File: config.mk
export PLATFORM = sky130hd
export DESIGN_NAME = hex_keypad_encoder
export DESIGN_NICKNAME = d
export VERILOG_FILES = /design/src/rtl/hex_keypad_encoder.sv
export SDC_FILE = /design/constraint.sdc
export NUM_CORES = 1
export LEC_CHECK = 0
export ABC_AREA = 1
export BUFFER_PORTS_ARGS = -buffer_cell sky130_fd_sc_hd__buf_2
export CAP_MARGIN = 20
export CORE_UTILIZATION = 30
export CTS_BUF_LIST = sky130_fd_sc_hd__clkbuf_4 sky130_fd_sc_hd__clkbuf_8
export CTS_CLUSTER_SIZE = 40
export DETAILED_ROUTE_END_ITERATION = 8
export GPL_ROUTABILITY_DRIVEN = 0
export GPL_TIMING_DRIVEN = 1
export HOLD_SLACK_MARGIN = 0.1
export SLEW_MARGIN = 20
export SYNTH_ARGS = -nofsm -noshare
export SYNTH_HDL_FRONTEND = slang
export SYNTH_SLANG_ARGS = --single-unit
File: constraint.sdc
create_clock -name Clk -period 2.1 [get_ports Clk]
set_input_delay 0.315 -clock Clk [delete_from_list [all_inputs] [get_ports Clk]]
set_output_delay 0.315 -clock Clk [all_outputs]
set_load 0.01 [all_outputs]
File: src/rtl/hex_keypad_encoder.sv
// hex_keypad_encoder: scans a 4x4 keypad, debounces press/release and strobes the hex code of each new key.
module hex_keypad_encoder #(
    parameter int SCAN_DIV = 1000,
    parameter int DEBOUNCE = 4
) (
    input  logic       Clk,
    input  logic       ResetN,
    input  logic [3:0] Col,
    output logic [3:0] Row,
    output logic [3:0] Code,
    output logic       Valid,
    output logic       Pressed
);
    localparam int DW = $clog2(SCAN_DIV);
    localparam int CW = $clog2(DEBOUNCE + 1);
    localparam logic [DW-1:0] DWELL_LAST = DW'(SCAN_DIV - 1);
    localparam logic [CW-1:0] CNT_DONE = CW'(DEBOUNCE);
    localparam logic [CW-1:0] CNT_ONE = CW'(1);
    // nibble {row, col} holds the legend of that key; row 3 carries * as E and # as F
    localparam logic [63:0] KEY_MAP = 64'hDF0E_C987_B654_A321;

    typedef enum logic [1:0] {S_SCAN, S_DEB, S_HELD, S_REL} state_t;

    state_t        state_q, state_d;
    logic [3:0]    col_meta_q, col_meta_d, col_s_q, col_s_d;
    logic [DW-1:0] dwell_q, dwell_d;
    logic [CW-1:0] cnt_q, cnt_d, cnt_inc;
    logic [1:0]    row_q, row_d, col_q, col_d, low_idx;
    logic [3:0]    code_q, code_d;
    logic          valid_q, valid_d, pressed_q, pressed_d;
    logic          sample, one_low, none_low;

    // decode the synchronized columns and compute the next scan/debounce state
    always_comb begin
        col_meta_d = Col;
        col_s_d    = col_meta_q;
        sample     = dwell_q == DWELL_LAST;
        dwell_d    = sample ? '0 : dwell_q + 1'b1;
        none_low   = col_s_q == 4'hF;
        low_idx    = !col_s_q[0] ? 2'd0 : !col_s_q[1] ? 2'd1 : !col_s_q[2] ? 2'd2 : 2'd3;
        one_low    = col_s_q == ~(4'b0001 << low_idx);
        cnt_inc    = cnt_q + 1'b1;
        state_d    = state_q;
        row_d      = row_q;
        col_d      = col_q;
        cnt_d      = cnt_q;
        code_d     = code_q;
        valid_d    = 1'b0;
        pressed_d  = pressed_q;
        if (sample) begin
            case (state_q)
                S_SCAN: begin
                    if (one_low) begin
                        col_d   = low_idx;
                        cnt_d   = CNT_ONE;
                        state_d = S_DEB;
                    end else begin
                        row_d = row_q + 1'b1;
                    end
                end
                S_DEB: begin
                    if (one_low && low_idx == col_q) begin
                        cnt_d = cnt_inc;
                    end else begin
                        state_d = S_SCAN;
                        row_d   = row_q + 1'b1;
                    end
                end
                S_HELD: begin
                    if (none_low) begin
                        cnt_d   = CNT_ONE;
                        state_d = S_REL;
                    end
                end
                S_REL: begin
                    if (none_low) cnt_d = cnt_inc;
                    else state_d = S_HELD;
                end
            endcase
            // acceptance is checked after the step so a one-sample debounce fires straight from SCAN
            if (state_d == S_DEB && cnt_d == CNT_DONE) begin
                code_d    = KEY_MAP[{row_q, col_d, 2'b00} +: 4];
                valid_d   = 1'b1;
                pressed_d = 1'b1;
                state_d   = S_HELD;
            end
            if (state_d == S_REL && cnt_d == CNT_DONE) begin
                pressed_d = 1'b0;
                state_d   = S_SCAN;
                row_d     = row_q + 1'b1;
            end
        end
    end

    // register all state; reset drops every output at once
    always_ff @(posedge Clk or negedge ResetN) begin
        if (!ResetN) begin
            col_meta_q <= 4'hF;
            col_s_q    <= 4'hF;
            dwell_q    <= '0;
            cnt_q      <= '0;
            state_q    <= S_SCAN;
            row_q      <= 2'd0;
            col_q      <= 2'd0;
            code_q     <= 4'h0;
            valid_q    <= 1'b0;
            pressed_q  <= 1'b0;
        end else begin
            col_meta_q <= col_meta_d;
            col_s_q    <= col_s_d;
            dwell_q    <= dwell_d;
            cnt_q      <= cnt_d;
            state_q    <= state_d;
            row_q      <= row_d;
            col_q      <= col_d;
            code_q     <= code_d;
            valid_q    <= valid_d;
            pressed_q  <= pressed_d;
        end
    end

    assign Row     = ~(4'b0001 << row_q);
    assign Code    = code_q;
    assign Valid   = valid_q;
    assign Pressed = pressed_q;
endmodule

==> Word level (Yosys, flattened, before mapping) <==
Cells that the tools add are included.
W data, S select, Z words.
{ "op_classes": {"add_sub_neg": 3, "bitwise_logic": 2, "n_mux": 30, "eq_ne": 12, "n_reduce_logical": 9, "n_shift": 3} }
{ "ops": {"columns": ["operator", "n"], "rows": [
  ["$shiftx A64 B7 Y4 const A", 1],
  ["$mux W2", 16],
  ["$mux W3", 5],
  ["$pmux W3 S4", 1],
  ["$add A10 B1 Y10 const B", 1],
  ["$eq A10 B10 Y1 const B", 1],
  ["$mux W10", 1],
  ["$not A4 Y4", 2],
  ["$pmux W2 S4", 1],
  ["$shl A1 B2 Y4 const A", 2],
  ["$eq A2 B2 Y1 const B", 3],
  ["$ne A3 B3 Y1 const B", 2],
  ["$mux W1", 5],
  ["$eq A2 B1 Y1 const B", 2],
  ["$eq A4 B4 Y1", 1],
  ["$eq A4 B4 Y1 const B", 1],
  ["$pmux W2 S2", 1],
  ["$reduce_and A2 Y1", 2],
  ["$reduce_and A4 Y1", 1],
  ["$add A3 B1 Y3 const B", 1],
  ["$eq A3 B3 Y1 const B", 1],
  ["$logic_and A1 B1 Y1", 3],
  ["$reduce_bool A3 Y1", 1],
  ["$add A2 B1 Y2 const B", 1],
  ["3 further kinds", 3]
]} }
{ "word_totals": {"in_bits": 6, "wordCells": 69, "output_inout_bits": 10, "regBits": 33} }

==> Logic depth before layout (Yosys ltp) <==
Gate-level depths: netlist (run 1).
{ "depth": {"word_depth": 18, "mapped_depth": 17, "depth_no_buf": 17} }

==> Worst setup path after synthesis (run 1) <==
Ideal clock, no wire load.
{ "synth_timing": {"kind": "flip-flop to flip-flop", "from": "reg col_s_q[0]", "to": "reg code_q[0] (netlist: Code[0])", "t_required_ns": 1.984, "setup_ns": 0.116, "path_stages_with_launch": 17, "n_path_buf": 0, "arrival_time_ns": 1.955, "synth_period_minus_slack_ns": 2.072, "setup_slack_ns": 0.028, "path_cell_list": "dfstp_2 > nand2_2 > nor2_1 > nor2_2 > nor2_8 > nand2_4 > inv_1 > nand3_1 > nand2_1 > inv_1 > ha_1 > nor2_1 > a21oi_1 > o21ai_0 > nand2_1 > nand2_1 > nand2_1"} }
{ "synth_between": {"elab_chain_cells": 11, "word_cells_on_any_way": 27, "classes_between": "eq/ne: 5; shift: 2; mux: 16; bitwise: 1; reduce/logical: 3"} }
{ "synth_rtl": {"columns": ["element", "line_no", "rtl"], "rows": [
  ["start, declared", "25", "logic [3:0] col_meta_q, col_meta_d, col_s_q, col_s_d;"],
  ["start signal, assigned", "110", "col_s_q <= col_s_d;"],
  ["parallel branches: the longest is 11 deep, another holds $shiftx A64 B7 Y4", null, null],
  ["end signal, assigned", "116", "code_q <= code_d;"],
  ["end, declared", "29", "logic [3:0] code_q, code_d;"]
]} }
Parallel ways; which one is timed is not known. The select of a mux whose other input is x is not followed.
A chain may end at the register's enable or synchronous reset.

==> Final worst setup path (run 1) <==
{ "layout_timing": {"from": "reg col_s_q[1]", "to": "reg code_q[2] (netlist: Code[2])"} }
{ "layout_between": {"elab_chain_cells": 12, "word_cells_on_any_way": 28, "classes_between": "eq/ne: 5; shift: 2; mux: 17; bitwise: 1; reduce/logical: 3"} }
{ "layout_rtl": {"columns": ["element"], "rows": [
  ["parallel branches: the longest is 12 deep, another holds $shiftx A64 B7 Y4"]
]} }
Parallel ways; which one is timed is not known. The select of a mux whose other input is x is not followed.

==> flow_metrics.tcl, run 1 <==
set metrics [dict create \
    status "finished, final reports clean" \
    worst-endpoint-required_ps 2270 \
    r2r-start "col_s_q[1]" \
    port_buffers 15 \
    drv_slew 0 \
    grt_start_max_net_pins 34 \
    cts_made_buffers 5 \
    grt_antenna_before_repair 0 \
    min_period_ps 2060 \
    rsz0062_at_grt "true" \
    nets 285 \
    detail_route.wl_per_cell_um 11.5 \
    ys_seq_elements 33 \
    arrival_ps 2230 \
    drt_iter0_markers 61 \
    crit_path_end_kind "flop" \
    critPathSlowestCell "dfstp_2" \
    finalSetupViolCount 0 \
    antenna_left 0 \
    clk_pin_slew_ps 70 \
    power_density_nw_per_um2 509 \
    overflow 0 \
    dieArea_sq_um 6730 \
    critical_path_buf_inv_count 2 \
    insertion_delay_ps 280 \
    grt_pass1_vias 1397 \
    most-common-layout-cells "46 x nand2_1, 28 x inv_1, 25 x dfrtp_1, 15 x buf_2, 13 x nor2_1" \
    yosysUniqueCellTypes 35 \
    clockRootBuffer "clkbuf_8" \
    cp_top_family "simple AND/OR/NAND/NOR gates" \
    yosysWarnings 0 \
    r2r_setup_slack_ps 40 \
    hold_buffers 0 \
    synth.area.top_cells "dfrtp_1 33%, dfstp_2 11%, nand2_1 11%, ha_1 8.5%, inv_1 6.1%" \
    io_pins 16 \
    path_cells "nand2_4 -> inv_4 -> nand2_4 -> nand2_4 -> nor2_8 -> nand2_4 -> buf_4 -> nand2_2 -> a21oi_2 -> nand2_2 -> nor2_4 -> nand3b_4 -> nand2_2 -> o21ai_2" \
    fin_crit_sh 0.980 \
    synth_top_cell_by_area "dfrtp_1" \
    yosys.area.top_type_share 0.326 \
    initial_core_util 0.317 \
    n_antenna_cell 0 \
    critPathLaunchType "flop" \
    drt-pass1-iter-count 4 \
    drive_gt1_frac 0.382 \
    drt_wl_total_um 3930 \
    placementRows 28 \
    dp_hpwl_um 2680 \
    max_freq_mhz 486 \
    clock_skew_ps 3.49 \
    synthCells 231 \
    die_h_um 82.0 \
    setup_ws_ps 42.3 \
    final_common_cell "nand2_1" \
    startpoint "col_s_q[1]" \
    drv_cap 0 \
    crit_path_max_fanout 5 \
    dieWidth_um 82.0 \
    cts_sinks 33 \
    grt_pass1_wl_um 6220 \
    yosysSeqAreaShare 0.435 \
    leakage_nw 1.24 \
    viasPerCell 4.49 \
    place_ws_ps -22.7 \
    fin_util 0.414 \
    syn_area_sq_um 1920 \
    vias 1536 \
    finalHoldViolCount 0 \
    synth_nets 250 \
    cts.htree.levels 2 \
    core_area_sq_um 6060 \
    min_path_type "input pin to async pin" \
    cpMostUsedCell "nand2_4" \
    syn_to_final_growth_pct 30.7 \
    synth_area_per_cell_sq_um 8.31 \
    cts_tree "done" \
    slowest_delay_ps 590 \
    tightest_slew_ps 733 \
    cts_buffer_depth 2 \
    slew_headroom 0.511 \
    crit_type "flop to flop" \
    drc 0 \
    ir_drop_mv 0.365 \
    grt_usage 0.124 \
]
## layer usage
layer  share of wire  vias to the layer above  track usage
met5               0                        -            0
met4           0.014                        0       0.0421
met3           0.031                        7       0.0378
met2            0.47                       18        0.188
met1            0.48                      705        0.167
li1                -                      806            -
## worst paths after layout
path                       depth (start not counted)             to
max                                               14        Code[2]
min                                                1     dwell_q[9]
max reg2reg                                       14        Code[2]
min reg2reg                                        0     col_s_q[0]
max in group asynchronous                          1       cnt_q[1]
min in group Clk                                   1  col_meta_q[0]
## what timing repair did
item | in CTS | in global routing
pin swaps | 0 | 24
resized for setup | 3 | 52
endpoints found under the setup margin | 1 | 8
setup buffers | 0 | 6
cloned | 0 | 1
## state kept, by name, indices dropped and copies added, names as in the netlist
register / count
state_q: 2
Code: 4
Valid: 1
dwell_q: 10
Pressed: 1
row_q: 2
col_s_q: 4
cnt_q: 3
col_meta_q: 4
col_q: 2
## cells by family (layout without fill, tap and decap cells)
group / after synthesis / after routing / synth area share
flip-flops: 33 / 33 / 0.435
buffers and inverters: 38 / 73 / 0.0756
adder cells (fa/ha/maj): 13 / 13 / 0.0847
AND/OR/NAND/NOR: 114 / 115 / 0.305
AO/OA/AOI/OAI: 30 / 30 / 0.0860
XOR/XNOR: 3 / 3 / 0.0137
## metrics by stage
stage	area, sq um	std cells	power, mW	TNS, ps	hold WS, ps
5_1_grt	2510	342	1.34	-359	115
4_1_cts	2240	335	1.24	0	104
3_3_place_gp	2140	327	0.770	0	346
3_5_place_dp	2140	327	0.772	-22.7	347
2_1_floorplan	1920	231	0.733	0	19.4
6_report	2510	342	1.28	0	90.4
## cell usage after synthesis
library cell and count:
nor2_1 17, nor2_2 1, dfstp_2 8, o211ai_1 1
inv_1 31, o22ai_1 1, nand3b_4 1, xnor2_1 1
o31ai_1 1, nor3_1 4, nand4_1 2, a21boi_1 1
clkbuf_1 2, o21ai_0 14, dfrtp_1 25, inv_2 3
a21oi_2 1, nand4_2 1, ha_1 13, nor2_8 1
nand3_1 18, xor2_1 2, a21oi_1 7, nand2_4 3
or2_1 1, o21ai_1 3, nand3_2 2, nand2_2 3
nor2_4 2, nor4_4 1, nor3b_1 1, clkinv_2 1
a211oi_1 1, nand2_1 56, buf_2 1
## final cells by class
cell class / instances / area [sq um]
Multi-Input combinational cell: 161 / 1150
Tap cell: 75 / 93.8
Clock buffer: 6 / 76.3
Timing Repair Buffer: 30 / 203
Clock inverter: 2 / 10.0
Inverter: 35 / 138
Sequential cell: 33 / 836
Fill cell: 599 / 3550
## power by group
part,switching [mW],internal [mW],total (mW)
clock network,0.223,0.242,0.465
logic,0.0926,0.0637,0.156
registers,0.00575,0.650,0.656
total,0.321,0.956,1.28
## worst reg2reg max path, cell delays in order, from the launching register on
cell      delay [ps]
dfstp_2          590
nand2_4           90
inv_4             70
nand2_4           60
nand2_4           90
nor2_8            50
nand2_4           80
buf_4            130
nand2_2           50
a21oi_2          110
nand2_2           90
nor2_4           220
nand3b_4         160
nand2_2          100
o21ai_2           60
No activity file was read; power rests on OpenSTA's default activity.
==> inputs of run 2 (changes only) <==
--- a/config.mk
+++ b/config.mk
@@ -8,6 +8,8 @@
 export ABC_AREA = 1
 export BUFFER_PORTS_ARGS = -buffer_cell sky130_fd_sc_hd__buf_2
 export CAP_MARGIN = 20
+export CELL_PAD_IN_SITES_DETAIL_PLACEMENT = 0
+export CELL_PAD_IN_SITES_GLOBAL_PLACEMENT = 1
 export CORE_UTILIZATION = 30
 export CTS_BUF_LIST = sky130_fd_sc_hd__clkbuf_4 sky130_fd_sc_hd__clkbuf_8
 export CTS_CLUSTER_SIZE = 40
@@ -15,6 +17,7 @@
 export GPL_ROUTABILITY_DRIVEN = 0
 export GPL_TIMING_DRIVEN = 1
 export HOLD_SLACK_MARGIN = 0.1
+export PLACE_DENSITY_LB_ADDON = 0.1
 export SLEW_MARGIN = 20
 export SYNTH_ARGS = -nofsm -noshare
 export SYNTH_HDL_FRONTEND = slang
==> constraint.sdc (replaced) <==
create_clock -name Clk -period 2.1 [get_ports Clk]
set_input_delay 0.63 -clock Clk [delete_from_list [all_inputs] [get_ports Clk]]
set_output_delay 0.63 -clock Clk [all_outputs]
set_load 0.01 [all_outputs]
==> flow_metrics.tcl, run 2 (synthesis gave the netlist of run 1 again) <==
set metrics [dict create \
    status "finished, final reports clean" \
    r2r-start "col_s_q[0]" \
    dieArea_sq_um 6730 \
    crit_path_end_kind "output pin" \
    largest_register_ffs 10 \
    cts.htree.levels 2 \
    port_buffers 15 \
    most-common-layout-cells "49 x nand2_1, 28 x inv_1, 25 x dfrtp_1, 15 x buf_2, 15 x buf_4" \
    grt_start_max_net_pins 34 \
    crit_type "flop to output pin" \
    grt_pass1_vias 1494 \
    clk_pin_slew_ps 70 \
    startpoint "row_q[1]" \
    hold_buffers 0 \
    place_ws_ps -0.183 \
    slew_headroom 0.710 \
    tightest_slew_ps 435 \
    drt_iter0_markers 59 \
    hp-start "col_meta_q[3]" \
    n_antenna_cell 0 \
    leakage_nw 1.25 \
    nets 287 \
    core_area_sq_um 6060 \
    grt_pass1_wl_um 6960 \
    placementRows 28 \
    arrival_ps 1420 \
    clock_skew_ps 1.54 \
    dieWidth_um 82.0 \
    top_register "dwell_q" \
    antenna_left 0 \
    viasPerCell 4.62 \
    worst-endpoint-required_ps 1470 \
    drv_cap 0 \
    rsz0062_at_grt "true" \
    power_mw 1.28 \
    clockRootBuffer "clkbuf_8" \
    power_density_nw_per_um2 517 \
    cts_buffer_depth 2 \
    die_h_um 82.0 \
    initial_core_util 0.317 \
    grt_usage 0.139 \
    ir_drop_mv 0.242 \
    insertion_delay_ps 290 \
    min_period_ps 2050 \
    io_pins 16 \
    min_path_type "flop to flop" \
    dp_hpwl_um 2990 \
    syn_to_final_growth_pct 29.4 \
    setup_tns_ps 0 \
    setup_ws_ps 52.1 \
    cts_tree "done" \
    crit_path_max_fanout 11 \
    fin_crit_sh 0.975 \
    finalSetupViolCount 0 \
    grt_antenna_before_repair 0 \
    drt_wl_total_um 4210 \
    fin_hold_ws_ps 358 \
    drive_gt1_frac 0.357 \
    overflow 0 \
    critPathLaunchType "flop" \
    nFillCells 622 \
    cts_made_buffers 5 \
    drt-pass1-iter-count 4 \
    drc 0 \
    vias 1590 \
    max_freq_mhz 488 \
    drv_slew 0 \
    detail_route.wl_per_cell_um 12.2 \
    final_common_cell "nand2_1" \
    cts_sinks 33 \
    finalHoldViolCount 0 \
]
==> run 2: cell count changes in the layout (fill, tap and decap cells not counted), sizes merged <==
cell	change
buf	+2
clkbuf	-1
clkinv	-1
clkinvlp	+1
inv	+1
==> run 2: critical path: stages (launching register included) <==
cell	delay, ps
dfrtp_1	610
inv_1	150
ha_1	210
inv_1	50
buf_2	110
==> run 2: worst paths after layout <==
check,slack [ps],depth (start not counted),endpoint
worst max-delay path,50,4,Row[0]
worst min-delay path,360,0,col_s_q[3]
worst max register to register,70,12,Code[3]
worst min register to register,360,0,col_s_q[3]
max in group asynchronous,1400,2,col_s_q[3]
min in group asynchronous,370,2,dwell_q[3]
==> run 2: routing by layer <==
layer  routed length (um)  vias up  global-route usage
li1                     -      811                   -
met1                 2010      750               0.175
met2                 2030       22               0.230
met3                  112        7              0.0333
met4                   60        0              0.0526
met5                    0        -                   0
==> run 2: what timing repair did <==
item,4_1_cts,5_1_grt
gates cloned,0,1
hold endpoints to repair,0,0
resized for setup,2,43
pin swaps,2,16
buffers inserted,0,5
setup endpoints to repair,3,12
==> run 2: final cells by class <==
class / instances / area, sq um / area share
tap: 75 / 93.8 / 0.0378
inverter: 35 / 139 / 0.0559
clock buffer: 5 / 68.8 / 0.0277
sequential: 33 / 836 / 0.336
clock inverter: 3 / 17.5 / 0.00705
timing repair buffer: 32 / 210 / 0.0846
multi-input combinational: 161 / 1120 / 0.451
==> run 2: power breakdown <==
| group | switching, mW | total [mW] | internal [mW] |
|---|---|---|---|
| sequential | 0.00510 | 0.655 | 0.650 |
| clock | 0.247 | 0.476 | 0.229 |
| combinational | 0.0908 | 0.154 | 0.0629 |
| total | 0.343 | 1.28 | 0.941 |
==> run 2: per-stage QoR <==
step                instance area [sq um]   util  std cells
floorplan                            1920      -        231
global placement                     2170  0.358        330
detailed placement                   2170  0.358        330
CTS                                  2260  0.373        338
global route                         2480  0.410        344
finish                               2480  0.410        344
==> inputs of run 3 (changes only) <==
--- a/config.mk
+++ b/config.mk
@@ -15,7 +15,7 @@
 export CTS_CLUSTER_SIZE = 40
 export DETAILED_ROUTE_END_ITERATION = 8
 export GPL_ROUTABILITY_DRIVEN = 0
-export GPL_TIMING_DRIVEN = 1
+export GPL_TIMING_DRIVEN = 0
 export HOLD_SLACK_MARGIN = 0.1
 export PLACE_DENSITY_LB_ADDON = 0.1
 export SLEW_MARGIN = 20
==> constraint.sdc (replaced) <==
create_clock -name Clk -period 2 [get_ports Clk]
set_input_delay 0.6 -clock Clk [delete_from_list [all_inputs] [get_ports Clk]]
set_output_delay 0.6 -clock Clk [all_outputs]
set_load 0.01 [all_outputs]
==> flow_metrics.tcl, run 3 (synthesis gave the netlist of run 1 again) <==
set metrics [dict create \
    insertion_delay_ps 290 \
    fin_crit_sh 1.01 \
    cts_sinks 33 \
    n_antenna_cell 0 \
    violations "negative setup slack" \
    r2r_setup_slack_ps -20 \
    critPathLaunchType "flop" \
    dieArea_sq_um 6730 \
    die_h_um 82.0 \
    core_area_sq_um 6060 \
    clock_skew_ps 8.26 \
    top_register "dwell_q" \
    status "complete, but fails checks" \
    cts_tree "done" \
    placedInstanceArea_sq_um 2100 \
    reg2reg_to "Code[1]" \
    crit_path_end_kind "flop" \
    most-common-layout-cells "46 x nand2_1, 27 x inv_1, 24 x dfrtp_1, 16 x buf_2" \
    min_path_type "flop to flop" \
    drv_slew 0 \
    nFillCells 604 \
    detail_route.wl_per_cell_um 12.1 \
    io_pins 16 \
    setup_tns_ps -56.2 \
    drt_iter0_markers 36 \
    syn_to_final_growth_pct 33.3 \
    clk_pin_slew_ps 70 \
    final_common_cell "nand2_1" \
    drt_wl_total_um 4190 \
    design_area_sq_um 2560 \
    overflow 0 \
    startpoint "col_s_q[1]" \
    crit_path_max_fanout 5 \
    drc 0 \
    port_buffers 15 \
    stdcell_count 346 \
    grt_pass1_wl_um 7340 \
    largest_register_ffs 10 \
    setup_ws_ps -24.6 \
    drt-pass1-iter-count 4 \
    crit_type "flop to flop" \
    leakage_nw 1.27 \
    drive_gt1_frac 0.395 \
    placementRows 28 \
    max_freq_mhz 494 \
    viasPerCell 4.62 \
    grt_usage 0.149 \
    antenna_left 0 \
    grt_pass1_vias 1540 \
    place_ws_ps -245 \
    grt_start_max_net_pins 34 \
    dp_hpwl_um 2720 \
    drv_cap 0 \
    grt_antenna_before_repair 0 \
    min_period_ps 2020 \
    finalHoldViolCount 0 \
    slew_headroom 0.483 \
    cts_made_buffers 5 \
    cts_buffer_depth 2 \
    power_mw 1.51 \
    clockRootBuffer "clkbuf_8" \
    ir_drop_mv 0.382 \
    power_density_nw_per_um2 589 \
    initial_core_util 0.317 \
    nets 289 \
    finalSetupViolCount 4 \
    vias 1599 \
    place_inst 321 \
    cts.htree.levels 2 \
    endpoint "Code[1]" \
    worst-endpoint-required_ps 2180 \
    tightest_slew_ps 776 \
    rsz0062_at_grt "true" \
    hold_buffers 0 \
    arrival_ps 2200 \
    dieWidth_um 82.0 \
    ff2ff_path_depth 12 \
    r2r-start "col_s_q[1]" \
]
[run 3: where the power goes]
group | switching, mW | internal, mW
Clock | 0.275 | 0.373
Combinational | 0.0991 | 0.0718
Sequential | 0.00565 | 0.682
[run 3: what timing repair did]
item | CTS | global route
gates cloned | 1 | 0
setup buffers | 15 | 1
gates resized for setup | 27 | 33
setup endpoints to repair | 16 | 14
endpoints found under the hold margin | 0 | 0
pin swaps | 22 | 17
[run 3: metal layers]
| layer | track usage | wire [um] |
|---|---|---|
| met1 | 0.198 | 2110 |
| met2 | 0.233 | 1940 |
| met3 | 0.0333 | 85 |
| met4 | 0.0579 | 59 |
| met5 | 0 | 0 |
[run 3: how the worst min path moves through the flow]
| stage | from | end | slack (ps) | depth (start not counted) |
|---|---|---|---|---|
| 2_1_floorplan | ResetN | Code[0] | 300 | 0 |
| 3_3_place_gp | col_meta_q[3] | col_s_q[3] | 350 | 0 |
| 3_5_place_dp | col_meta_q[0] | col_s_q[0] | 350 | 0 |
| 4_1_cts | col_meta_q[0] | col_s_q[0] | 360 | 0 |
| 5_1_grt | col_meta_q[1] | col_s_q[1] | 360 | 0 |
| 6_report | col_meta_q[1] | col_s_q[1] | 360 | 0 |
[run 3: area by class of cell]
class | instances | area [sq um] | area share
Tap cell | 75 | 93.8 | 0.0367
Buffer | 3 | 17.5 | 0.00684
Clock buffer | 5 | 68.8 | 0.0269
Clock inverter | 3 | 46.3 | 0.0181
Multi-Input combinational cell | 161 | 1140 | 0.447
Timing Repair Buffer | 31 | 210 | 0.0821
Sequential cell | 33 | 837 | 0.327
Inverter | 35 | 141 | 0.0552
[run 3: critical path, cell delays in order (launching register included)]
cell and delay (ps):
dfstp_2 590, buf_6 110, nand2_2 90, nand3_2 90
nand2_2 60, nor2_4 170, nand3_2 100, nand3_2 70
nand3_2 100, nor2_4 220, nand3b_4 170, nand2_1 100
nand2_1 50
[run 3: through the flow]
stage | hold slack [ps] | utilization
floorplan | 304 | -
global route | 361 | 0.422
CTS | 360 | 0.402
finish | 358 | 0.422
global placement | 346 | 0.346
detailed placement | 348 | 0.346
